### src/rtl/alu_op_selector.sv
// -----------------------------------------------------------------------------
// alu_op_selector
//   Board front-end for the ALU. The bouncy push-button is synchronised and
//   debounced, and each accepted press advances the 3-bit ALU op code
//   (add, sub, mul, and, or, xor, shl, shr, then back to add). The operand
//   switches are passed through 2-flop synchronisers, so the ALU only ever
//   sees clock-aligned values.
//
//   Optional build macro: ALU_OP_AUTOREPEAT_EN
//     When defined, holding the button steps the op code again every
//     REPEAT_CYCLES cycles. When undefined, a held button steps only once.
// -----------------------------------------------------------------------------
module alu_op_selector #(
    parameter int N               = 4,
    parameter int DEBOUNCE_CYCLES = 50000,
    parameter int REPEAT_CYCLES   = 25000000
) (
    input  logic         clk,
    input  logic         rst,
    input  logic         click_raw,
    input  logic [N-1:0] in1_raw,
    input  logic [N-1:0] in2_raw,
    output logic [N-1:0] in1,
    output logic [N-1:0] in2,
    output logic [2:0]   op,
    output logic         op_step,
    output logic         busy
);

    // One counter width covers both the debounce and the repeat intervals.
    localparam int CNT_MAX = (DEBOUNCE_CYCLES > REPEAT_CYCLES) ? DEBOUNCE_CYCLES : REPEAT_CYCLES;
    localparam int CNT_W   = $clog2(CNT_MAX + 1);

    localparam logic [CNT_W-1:0] CNT_ZERO = CNT_W'(0);
    localparam logic [CNT_W-1:0] CNT_ONE  = CNT_W'(1);
    localparam logic [CNT_W-1:0] CNT_SAT  = CNT_W'(CNT_MAX);
    // The cycle that brings the stable count up to DEBOUNCE_CYCLES is the
    // one that commits, so the registered count is compared with one less.
    localparam logic [CNT_W-1:0] DB_LAST  = CNT_W'(DEBOUNCE_CYCLES - 1);

    typedef enum logic [1:0] {
        IDLE         = 2'd0,
        PRESS_WAIT   = 2'd1,
        HELD         = 2'd2,
        RELEASE_WAIT = 2'd3
    } state_t;

    // Next op code; the 3-bit add wraps shr (7) back to add (0).
    function automatic logic [2:0] op_next(input logic [2:0] cur);
        op_next = cur + 3'd1;
    endfunction

    // Saturating increment so a long stable level can never wrap the count.
    function automatic logic [CNT_W-1:0] sat_inc(input logic [CNT_W-1:0] v);
        if (v >= CNT_SAT) begin
            sat_inc = CNT_SAT;
        end else begin
            sat_inc = v + CNT_ONE;
        end
    endfunction

    logic         click_meta_r;
    logic         click_s_r;
    logic [N-1:0] in1_meta_r;
    logic [N-1:0] in2_meta_r;
    logic [1:0]   vld_r;
    logic         armed_r;
    state_t       state_r;
    logic [CNT_W-1:0] cnt_r;
    logic         repeat_hit_s;

    // Two-flop synchronisers for the button and switches, plus a marker that
    // says when the synchroniser pipeline holds real samples after reset.
    always_ff @(posedge clk) begin
        if (!rst) begin
            click_meta_r <= 1'b0;
            click_s_r    <= 1'b0;
            in1_meta_r   <= {N{1'b0}};
            in2_meta_r   <= {N{1'b0}};
            in1          <= {N{1'b0}};
            in2          <= {N{1'b0}};
            vld_r        <= 2'b00;
        end else begin
            click_meta_r <= click_raw;
            click_s_r    <= click_meta_r;
            in1_meta_r   <= in1_raw;
            in2_meta_r   <= in2_raw;
            in1          <= in1_meta_r;
            in2          <= in2_meta_r;
            vld_r        <= {vld_r[0], 1'b1};
        end
    end

`ifdef ALU_OP_AUTOREPEAT_EN
    localparam logic [CNT_W-1:0] RP_LAST = CNT_W'(REPEAT_CYCLES - 1);

    logic [CNT_W-1:0] rcnt_r;

    assign repeat_hit_s = (state_r == HELD) && click_s_r && (rcnt_r >= RP_LAST);

    // Hold-time counter: runs only while the button stays held, restarts
    // after each repeat step and whenever HELD is left.
    always_ff @(posedge clk) begin
        if (!rst) begin
            rcnt_r <= CNT_ZERO;
        end else if ((state_r == HELD) && click_s_r && !repeat_hit_s) begin
            rcnt_r <= sat_inc(rcnt_r);
        end else begin
            rcnt_r <= CNT_ZERO;
        end
    end
`else
    assign repeat_hit_s = 1'b0;
`endif

    // Debounce FSM with registered op, op_step and busy. A press is only
    // armed once the synchronised button has been seen released after reset,
    // so a button held through reset never produces a step.
    always_ff @(posedge clk) begin
        if (!rst) begin
            state_r <= IDLE;
            cnt_r   <= CNT_ZERO;
            armed_r <= 1'b0;
            op      <= 3'd0;
            op_step <= 1'b0;
            busy    <= 1'b0;
        end else begin
            op_step <= 1'b0;
            case (state_r)
                IDLE: begin
                    cnt_r <= CNT_ZERO;
                    if (!armed_r) begin
                        armed_r <= vld_r[1] & ~click_s_r;
                        busy    <= 1'b0;
                    end else if (click_s_r) begin
                        state_r <= PRESS_WAIT;
                        cnt_r   <= CNT_ONE;
                        busy    <= 1'b1;
                    end else begin
                        busy    <= 1'b0;
                    end
                end
                PRESS_WAIT: begin
                    if (!click_s_r) begin
                        state_r <= IDLE;
                        cnt_r   <= CNT_ZERO;
                        busy    <= 1'b0;
                    end else if (cnt_r >= DB_LAST) begin
                        state_r <= HELD;
                        cnt_r   <= CNT_ZERO;
                        op      <= op_next(op);
                        op_step <= 1'b1;
                        busy    <= 1'b1;
                    end else begin
                        cnt_r   <= sat_inc(cnt_r);
                        busy    <= 1'b1;
                    end
                end
                HELD: begin
                    busy <= 1'b1;
                    if (!click_s_r) begin
                        state_r <= RELEASE_WAIT;
                        cnt_r   <= CNT_ONE;
                    end else if (repeat_hit_s) begin
                        cnt_r   <= CNT_ZERO;
                        op      <= op_next(op);
                        op_step <= 1'b1;
                    end else begin
                        cnt_r   <= CNT_ZERO;
                    end
                end
                RELEASE_WAIT: begin
                    if (click_s_r) begin
                        state_r <= HELD;
                        cnt_r   <= CNT_ZERO;
                        busy    <= 1'b1;
                    end else if (cnt_r >= DB_LAST) begin
                        state_r <= IDLE;
                        cnt_r   <= CNT_ZERO;
                        busy    <= 1'b0;
                    end else begin
                        cnt_r   <= sat_inc(cnt_r);
                        busy    <= 1'b1;
                    end
                end
                default: begin
                    state_r <= IDLE;
                    cnt_r   <= CNT_ZERO;
                    busy    <= 1'b0;
                end
            endcase
        end
    end

endmodule
### config.mk
export PLATFORM = sky130hd
export DESIGN_NAME = alu_op_selector
export DESIGN_NICKNAME = d
export VERILOG_FILES = /design/src/rtl/alu_op_selector.sv
export SDC_FILE = /design/constraint.sdc
export NUM_CORES = 1
export LEC_CHECK = 0
export CAP_MARGIN = 10
export CORE_MARGIN = 4
export CORE_UTILIZATION = 56
export CTS_BUF_LIST = sky130_fd_sc_hd__clkbuf_2 sky130_fd_sc_hd__clkbuf_4 sky130_fd_sc_hd__clkbuf_8
export CTS_CLUSTER_DIAMETER = 50
export DETAILED_ROUTE_END_ITERATION = 10
export GPL_TIMING_DRIVEN = 0
export PLACE_DENSITY = 0.77
export RECOVER_POWER = 100
export SKIP_CTS_REPAIR_TIMING = 1
export SYNTH_ARGS = -nofsm -noshare
export SYNTH_HDL_FRONTEND = slang
export SYNTH_SLANG_ARGS = --single-unit
### constraint.sdc
create_clock -name clk -period 2.15 [get_ports clk]
set_input_delay 0.215 -clock clk [delete_from_list [all_inputs] [get_ports clk]]
set_output_delay 0.215 -clock clk [all_outputs]
set_load 0.05 [all_outputs]
==> flow_summary.yaml, run 1 <==
status:
  status: "completed"
timing:
  relSlewSlack_pct: 63.6
  tightest_slew_ps: 546
  fin_crit_sh_pct: 92.4
  drv_slew: 0
  tns_ps: 0
  final-setup-viol-count: 0
  rsz0062_at_grt: "false"
  hold_viol: 0
  fin_crit_ps: 1990
  fmax_ghz: 0.504
  fin_skew_ps: 4.27
hold_path:
  hp-class: "primary input to flop"
worst_setup_path:
  cp.required_ps: 2430
  worstSetupStartpoint: "cnt_r[0]"
  reg2reg_from: "cnt_r[0]"
  ff2ff_setup_slack_ps: 160
  critPathKind: "flop to flop"
  arrival_ps: 2270
  end_kind: "flop"
  crit_path_max_fanout: 5
  reg2reg_depth: 7
  cp-endpoint: "busy"
  crit_path_start_kind: "flop"
  timing.rr.end: "busy"
route:
  finalWirelength_mm: 3.49
  wire_per_inst_um: 12.7
  drtIter0Drc: 53
  viasPerCell: 5.11
  dr_total_vias: 1411
  drc: 0
  antenna_left: 0
  first_pass_iters: 4
die:
  die_x_um: 67
  num_io_pins: 24
  dieArea_mm2: 0.00449
  num_rows: 21
  die_height_um: 67
  core_area_mm2: 0.00334
  start_util_pct: 58.4
global_routing:
  gr-total-overflow: 0
  antenna_found_initial: 0
  grt_pass1_wl_mm: 6.13
  grt_pass1_vias: 1436
  grt_max_degree: 17
  grt_usage_pct: 18.4
logic_synthesis:
  synth_cells: 191
  ys_types: 42
  synthArstFlopShare_pct: 0
  yosys_register_bits: 53
  yosys_warnings: 0
  synth_area_per_cell_um2: 10.2
  synth_ff_type: "dfxtp_1"
  synth-edff-count: 0
  syn-cell-area_mm2: 0.00195
  seq_area_frac_synth_pct: 54.4
clocking:
  root_buffer: "clkbuf_4"
  clkSinkCount: 53
  clock_latency_ps: 370
  tritoncts: "yes"
  path_clk_slew_ps: 140
  cts_buffer_depth: 2
  cts_buffers: 5
  h-tree-depth: 2
power:
  p_sw_uw: 361
  switching_share_pct: 21.6
  powerDensity_mw_per_mm2: 714
  combPwrFrac_pct: 5.1
  finalPower_uw: 1670
  p_int_uw: 1310
  worst_ir_drop_vdd_uv: 595
  pwr-share-clk_pct: 33.8
  leakage_uw: 0.000903
  seq_power_share_pct: 61.1
finish:
  finish.instance_area_mm2: 0.00234
  area_delta_synth_final_pct: 20.1
  drive_gt1_share_pct: 10.0
  fin_nets: 243
  diodes: 0
  final_common_cell: "dfxtp_1"
  nFillCells: 278
  layout_common_cells: "52 x dfxtp_1, 18 x nor2_1, 18 x and2_1"
  layout.cells.non_filler: 276
  final_core_util_pct: 70.2
place:
  hpwl_mm: 2.53
  port_buffers: 23
  gp_congestion: 0.812
  place_area_mm2: 0.00227
  dp_cells: 268
flow_run:
  maxCapViolations: 0
[Yosys cell counts (all sizes together) (3+ instances only)]
library cell / number / area, µm²
inv: 5 / 18.8
nor3: 4 / 25.0
xor2: 7 / 61.3
nor2: 18 / 67.6
dfxtp: 53 / 1060
and2: 23 / 144
nand2: 15 / 56.3
xnor2: 6 / 52.6
nand3: 6 / 30.0
mux2i: 4 / 40.0
ha: 3 / 37.5
nand4: 4 / 25.0
a21oi: 9 / 48.8
clkbuf: 3 / 11.3
buf: 3 / 27.5
[worst min-delay path by stage]
stage / startpoint / end / slack [ps] / cells after the start
2_1_floorplan: rst / vld_r[0] / 240 / 0
6_report: in2_raw[0] / in2_meta_r[0] / 410 / 2
3_5_place_dp: click_meta_r / click_s_r / 420 / 1
3_3_place_gp: in1_meta_r[1] / in1[1] / 410 / 1
5_1_grt: in2_raw[1] / in2_meta_r[1] / 390 / 2
4_1_cts: rst / vld_r[0] / 370 / 1
[layer usage]
metal / wire length [µm] / share of wire, % / vias up / GRT usage, %
li1: - / - / 712 / -
met1: 1540 / 44 / 674 / 20.7
met2: 1780 / 51 / 16 / 32.4
met3: 85 / 2.4 / 9 / 4.05
met4: 80 / 2.3 / 0 / 9.11
met5: 0 / 0 / - / 0
[registers in the layout, indices dropped and copies added (netlist names), 2 cells and up, named ones only]
| signal | count |
|---|---|
| cnt_r | 25 |
| in1 | 4 |
| in1_meta_r | 4 |
| in2 | 4 |
| in2_meta_r | 4 |
| op | 3 |
| vld_r | 2 |
[layout make-up]
type | count | area (µm²) | area share, %
Clock buffer | 6 | 45.0 | 1.92
Sequential cell | 53 | 1060 | 45.4
Clock inverter | 2 | 38.8 | 1.66
Timing Repair Buffer | 23 | 230 | 9.83
Inverter | 5 | 18.8 | 0.802
Tap cell | 46 | 57.6 | 2.46
Buffer | 6 | 38.8 | 1.66
Multi-Input combinational cell | 135 | 850 | 36.3
[worst max-delay path, stage by stage (launching register included)]
cell and delay [ps]:
dfxtp_2 400, ha_1 210, and3_1 170, buf_2 150, nand3_1 100, a211o_2 400
a21bo_2 230, o221a_2 240
[logic make-up (layout without fill, tap and decap cells)]
kind of cell / Yosys count / in the layout / share of synthesized area, %
mux: 4 / 4 / 2.05
other cells: 1 / 9 / 0.192
fa+ha+maj: 3 / 3 / 1.93
xor+xnor: 13 / 13 / 5.84
simple gates: 85 / 85 / 23.5
compound gates: 21 / 21 / 9.11
flops: 53 / 53 / 54.4
buf+inv: 11 / 42 / 2.95
[power by group through the flow]
stage | Sequential, µW | Clock (µW) | Combinational, µW
after floorplan | 1060 | 0 | 30.0
after global placement | 1040 | 0 | 87.1
after detailed placement | 1050 | 0 | 88.7
after CTS | 1020 | 574 | 89.1
after global routing | 1030 | 616 | 92.7
final | 1020 | 565 | 84.9
[through the flow]
step	setup slack, ps	hold WS (ps)
3_5_place_dp	144	421
6_report	164	406
4_1_cts	92.7	367
5_1_grt	30.3	395
2_1_floorplan	323	243
3_3_place_gp	206	414
Power figures use the tool's default switching activity.
==> run 2, diff against run 1 <==
--- a/config.mk
+++ b/config.mk
@@ -5,7 +5,7 @@
 export SDC_FILE = /design/constraint.sdc
 export NUM_CORES = 1
 export LEC_CHECK = 0
-export CAP_MARGIN = 10
+export CAP_MARGIN = 15
 export CORE_MARGIN = 4
 export CORE_UTILIZATION = 56
 export CTS_BUF_LIST = sky130_fd_sc_hd__clkbuf_2 sky130_fd_sc_hd__clkbuf_4 sky130_fd_sc_hd__clkbuf_8
==> results of run 2 <==
Same layout as run 1: the final DEF is identical, and so are final timing and power.
==> run 3, diff against run 2 <==
--- a/config.mk
+++ b/config.mk
@@ -5,14 +5,15 @@
 export SDC_FILE = /design/constraint.sdc
 export NUM_CORES = 1
 export LEC_CHECK = 0
+export ABC_AREA = 1
 export CAP_MARGIN = 15
 export CORE_MARGIN = 4
-export CORE_UTILIZATION = 56
+export CORE_UTILIZATION = 58
 export CTS_BUF_LIST = sky130_fd_sc_hd__clkbuf_2 sky130_fd_sc_hd__clkbuf_4 sky130_fd_sc_hd__clkbuf_8
 export CTS_CLUSTER_DIAMETER = 50
 export DETAILED_ROUTE_END_ITERATION = 10
 export GPL_TIMING_DRIVEN = 0
-export PLACE_DENSITY = 0.77
+export PLACE_DENSITY = 0.78
 export RECOVER_POWER = 100
 export SKIP_CTS_REPAIR_TIMING = 1
 export SYNTH_ARGS = -nofsm -noshare
==> flow_summary.yaml, run 3 <==
status:
  status: "completed"
clocking:
  root_buffer: "clkbuf_8"
  clkSinkCount: 53
  clock_latency_ps: 310
  cts_buffers: 5
  path_clk_slew_ps: 100
  cts_buffer_depth: 2
  tritoncts: "yes"
  h-tree-depth: 2
route:
  wire_per_inst_um: 10.5
  route.met2.wl_mm: 1.80
  viasPerCell: 4.75
  drc: 0
  top_layer: "met4"
  wl_met1_mm: 1.91
  finalWirelength_mm: 4.00
  drtIter0Drc: 95
  dr_total_vias: 1811
  first_pass_iters: 4
  antenna_left: 0
  wl_met3_um: 232
place:
  hpwl_mm: 2.94
  dp_cells: 373
  gp_congestion: 0.842
  port_buffers: 23
finish:
  layout.cells.non_filler: 381
  diodes: 0
  nFillCells: 311
  largest_reg_flops: 25
  drive_gt1_share_pct: 10.8
  top_register: "cnt_r"
  layout_common_cells: "69 x nand2_1, 53 x dfxtp_1, 44 x nor2_1"
  final_common_cell: "nand2_1"
  fin_nets: 346
  area_delta_synth_final_pct: 15.2
logic_synthesis:
  synthArstFlopShare_pct: 0
  yosys_register_bits: 53
  synth-edff-count: 0
  synth_ff_type: "dfxtp_1"
  synth_cells: 294
  netlist_top_cells_area: "dfxtp_1 46%, nand2_1 11%, inv_1 6.5%, nor2_4 5.8%, nor2_1 5.7%"
  yosys_warnings: 0
  syn-cell-area_mm2: 0.00232
  synth_area_per_cell_um2: 7.88
  seq_area_frac_synth_pct: 45.8
  ys_types: 28
  synth_most_common_cell: "nand2_1"
  ys_top_cells_by_count: "69 x nand2_1, 53 x dfxtp_1, 40 x inv_1"
  yosysTopAreaCellShare_pct: 45.8
  synth_top_area_cell: "dfxtp_1"
die:
  dieArea_mm2: 0.00507
  start_util_pct: 61.4
  num_io_pins: 24
  core_area_mm2: 0.00377
  die_height_um: 71.2
  num_rows: 22
  die_x_um: 71.2
timing:
  fmax_ghz: 0.553
  relSlewSlack_pct: 64.5
  fin_crit_sh_pct: 84.0
  fin_hold_ws_ps: 416
  hold_viol: 0
  fin_crit_ps: 1810
  rsz0062_at_grt: "false"
  tightest_slew_ps: 530
  fin_skew_ps: 9.90
  tns_ps: 0
  final-setup-viol-count: 0
  drv_slew: 0
worst_setup_path:
  cp.required_ps: 2350
  slowest_stage: "dfxtp_1"
  end_kind: "flop"
  crit_path_max_fanout: 10
  critPathKind: "flop to flop"
  arrival_ps: 2010
  cp_cell_sequence: "ha_1, nand3_1, nor2_1, nand2_1, nor2_2, nor2_4, o211ai_4, nor2_4, inv_2, buf_12, nor2_1"
  critPathMaxStageDelay_ps: 400
  crit_path_start_kind: "flop"
power:
  leakage_uw: 0.00122
  worst_ir_drop_vdd_uv: 499
  powerDensity_mw_per_mm2: 681
hold_path:
  hp-class: "flop to flop"
global_routing:
  antenna_found_initial: 0
  grt_pass1_vias: 1736
  gr-total-overflow: 0
  grt_max_degree: 17
  grt_usage_pct: 18.0
  grt_pass1_wl_mm: 7.24
flow_run:
  maxCapViolations: 0
[run 3: cell types whose count changed after synthesis, moves of 8 or more]
cell and change:
nand2_1 +54, inv_1 +35, and2_1 -23, nor2_1 +17, nor2_4 +12, inv_2 +8, nor2_2 +8
[run 3: cell type report]
type | instances | area, µm² | share of cell area (%)
sequential | 53 | 1060 | 39.7
multi-input combinational | 197 | 1000 | 37.5
timing repair buffer | 23 | 230 | 8.62
inverter | 48 | 180 | 6.75
clock buffer | 7 | 96.3 | 3.61
tap | 48 | 60.1 | 2.25
buffer | 4 | 31.3 | 1.17
clock inverter | 1 | 8.76 | 0.328
[run 3: worst paths after layout]
check	start	endpoint	slack, ps	cells past startpoint
worst max register to register	cnt_r[0]	cnt_r[12]	340	11
worst min register to register	vld_r[0]	vld_r[1]	420	2
worst min-delay path	vld_r[0]	vld_r[1]	420	2
worst max-delay path	cnt_r[0]	cnt_r[12]	340	11
[run 3: critical path, delay by kind of cell (launching register included)]
family,cells,cell delay [ps]
AND/OR/NAND/NOR,7,710
flip-flops,1,400
buffers and inverters,2,280
adder cells (fa/ha/maj),1,200
AO/OA/AOI/OAI,1,100
[run 3: kinds of logic (layout without fill, tap and decap cells)]
logic type	Yosys count	in the layout	synth area share, %
simple gates	155	155	33.9
flops	53	53	45.8
buf+inv	52	83	9.13
compound gates	18	18	4.86
xor+xnor	12	12	4.54
fa+ha+maj	3	3	1.62
other cells	1	9	0.162
[run 3: per-stage QoR]
| step | setup WS (ps) | util (%) | cell area (µm²) | power [µW] |
|---|---|---|---|---|
| final | 343 | 70.8 | 2670 | 1820 |
| after global routing | 119 | 70.8 | 2670 | 1910 |
| after CTS | 343 | 72.7 | 2740 | 1840 |
| after detailed placement | 371 | 69.9 | 2640 | 1230 |
| after global placement | 398 | 69.9 | 2640 | 1230 |
| after floorplan | 564 | - | 2350 | 1180 |
[run 3: per-layer routing]
metal,up-vias,GRT usage (%)
li1,964,-
met1,810,22.4
met2,32,28.9
met3,5,6.11
met4,0,6.26
met5,-,0
[run 3: power by group]
group | switching, µW | internal, µW | leakage, µW
Combinational | 98.9 | 57.7 | 0.000728
Sequential | 25.5 | 1020 | 0.000435
Clock | 317 | 298 | 0.0000549
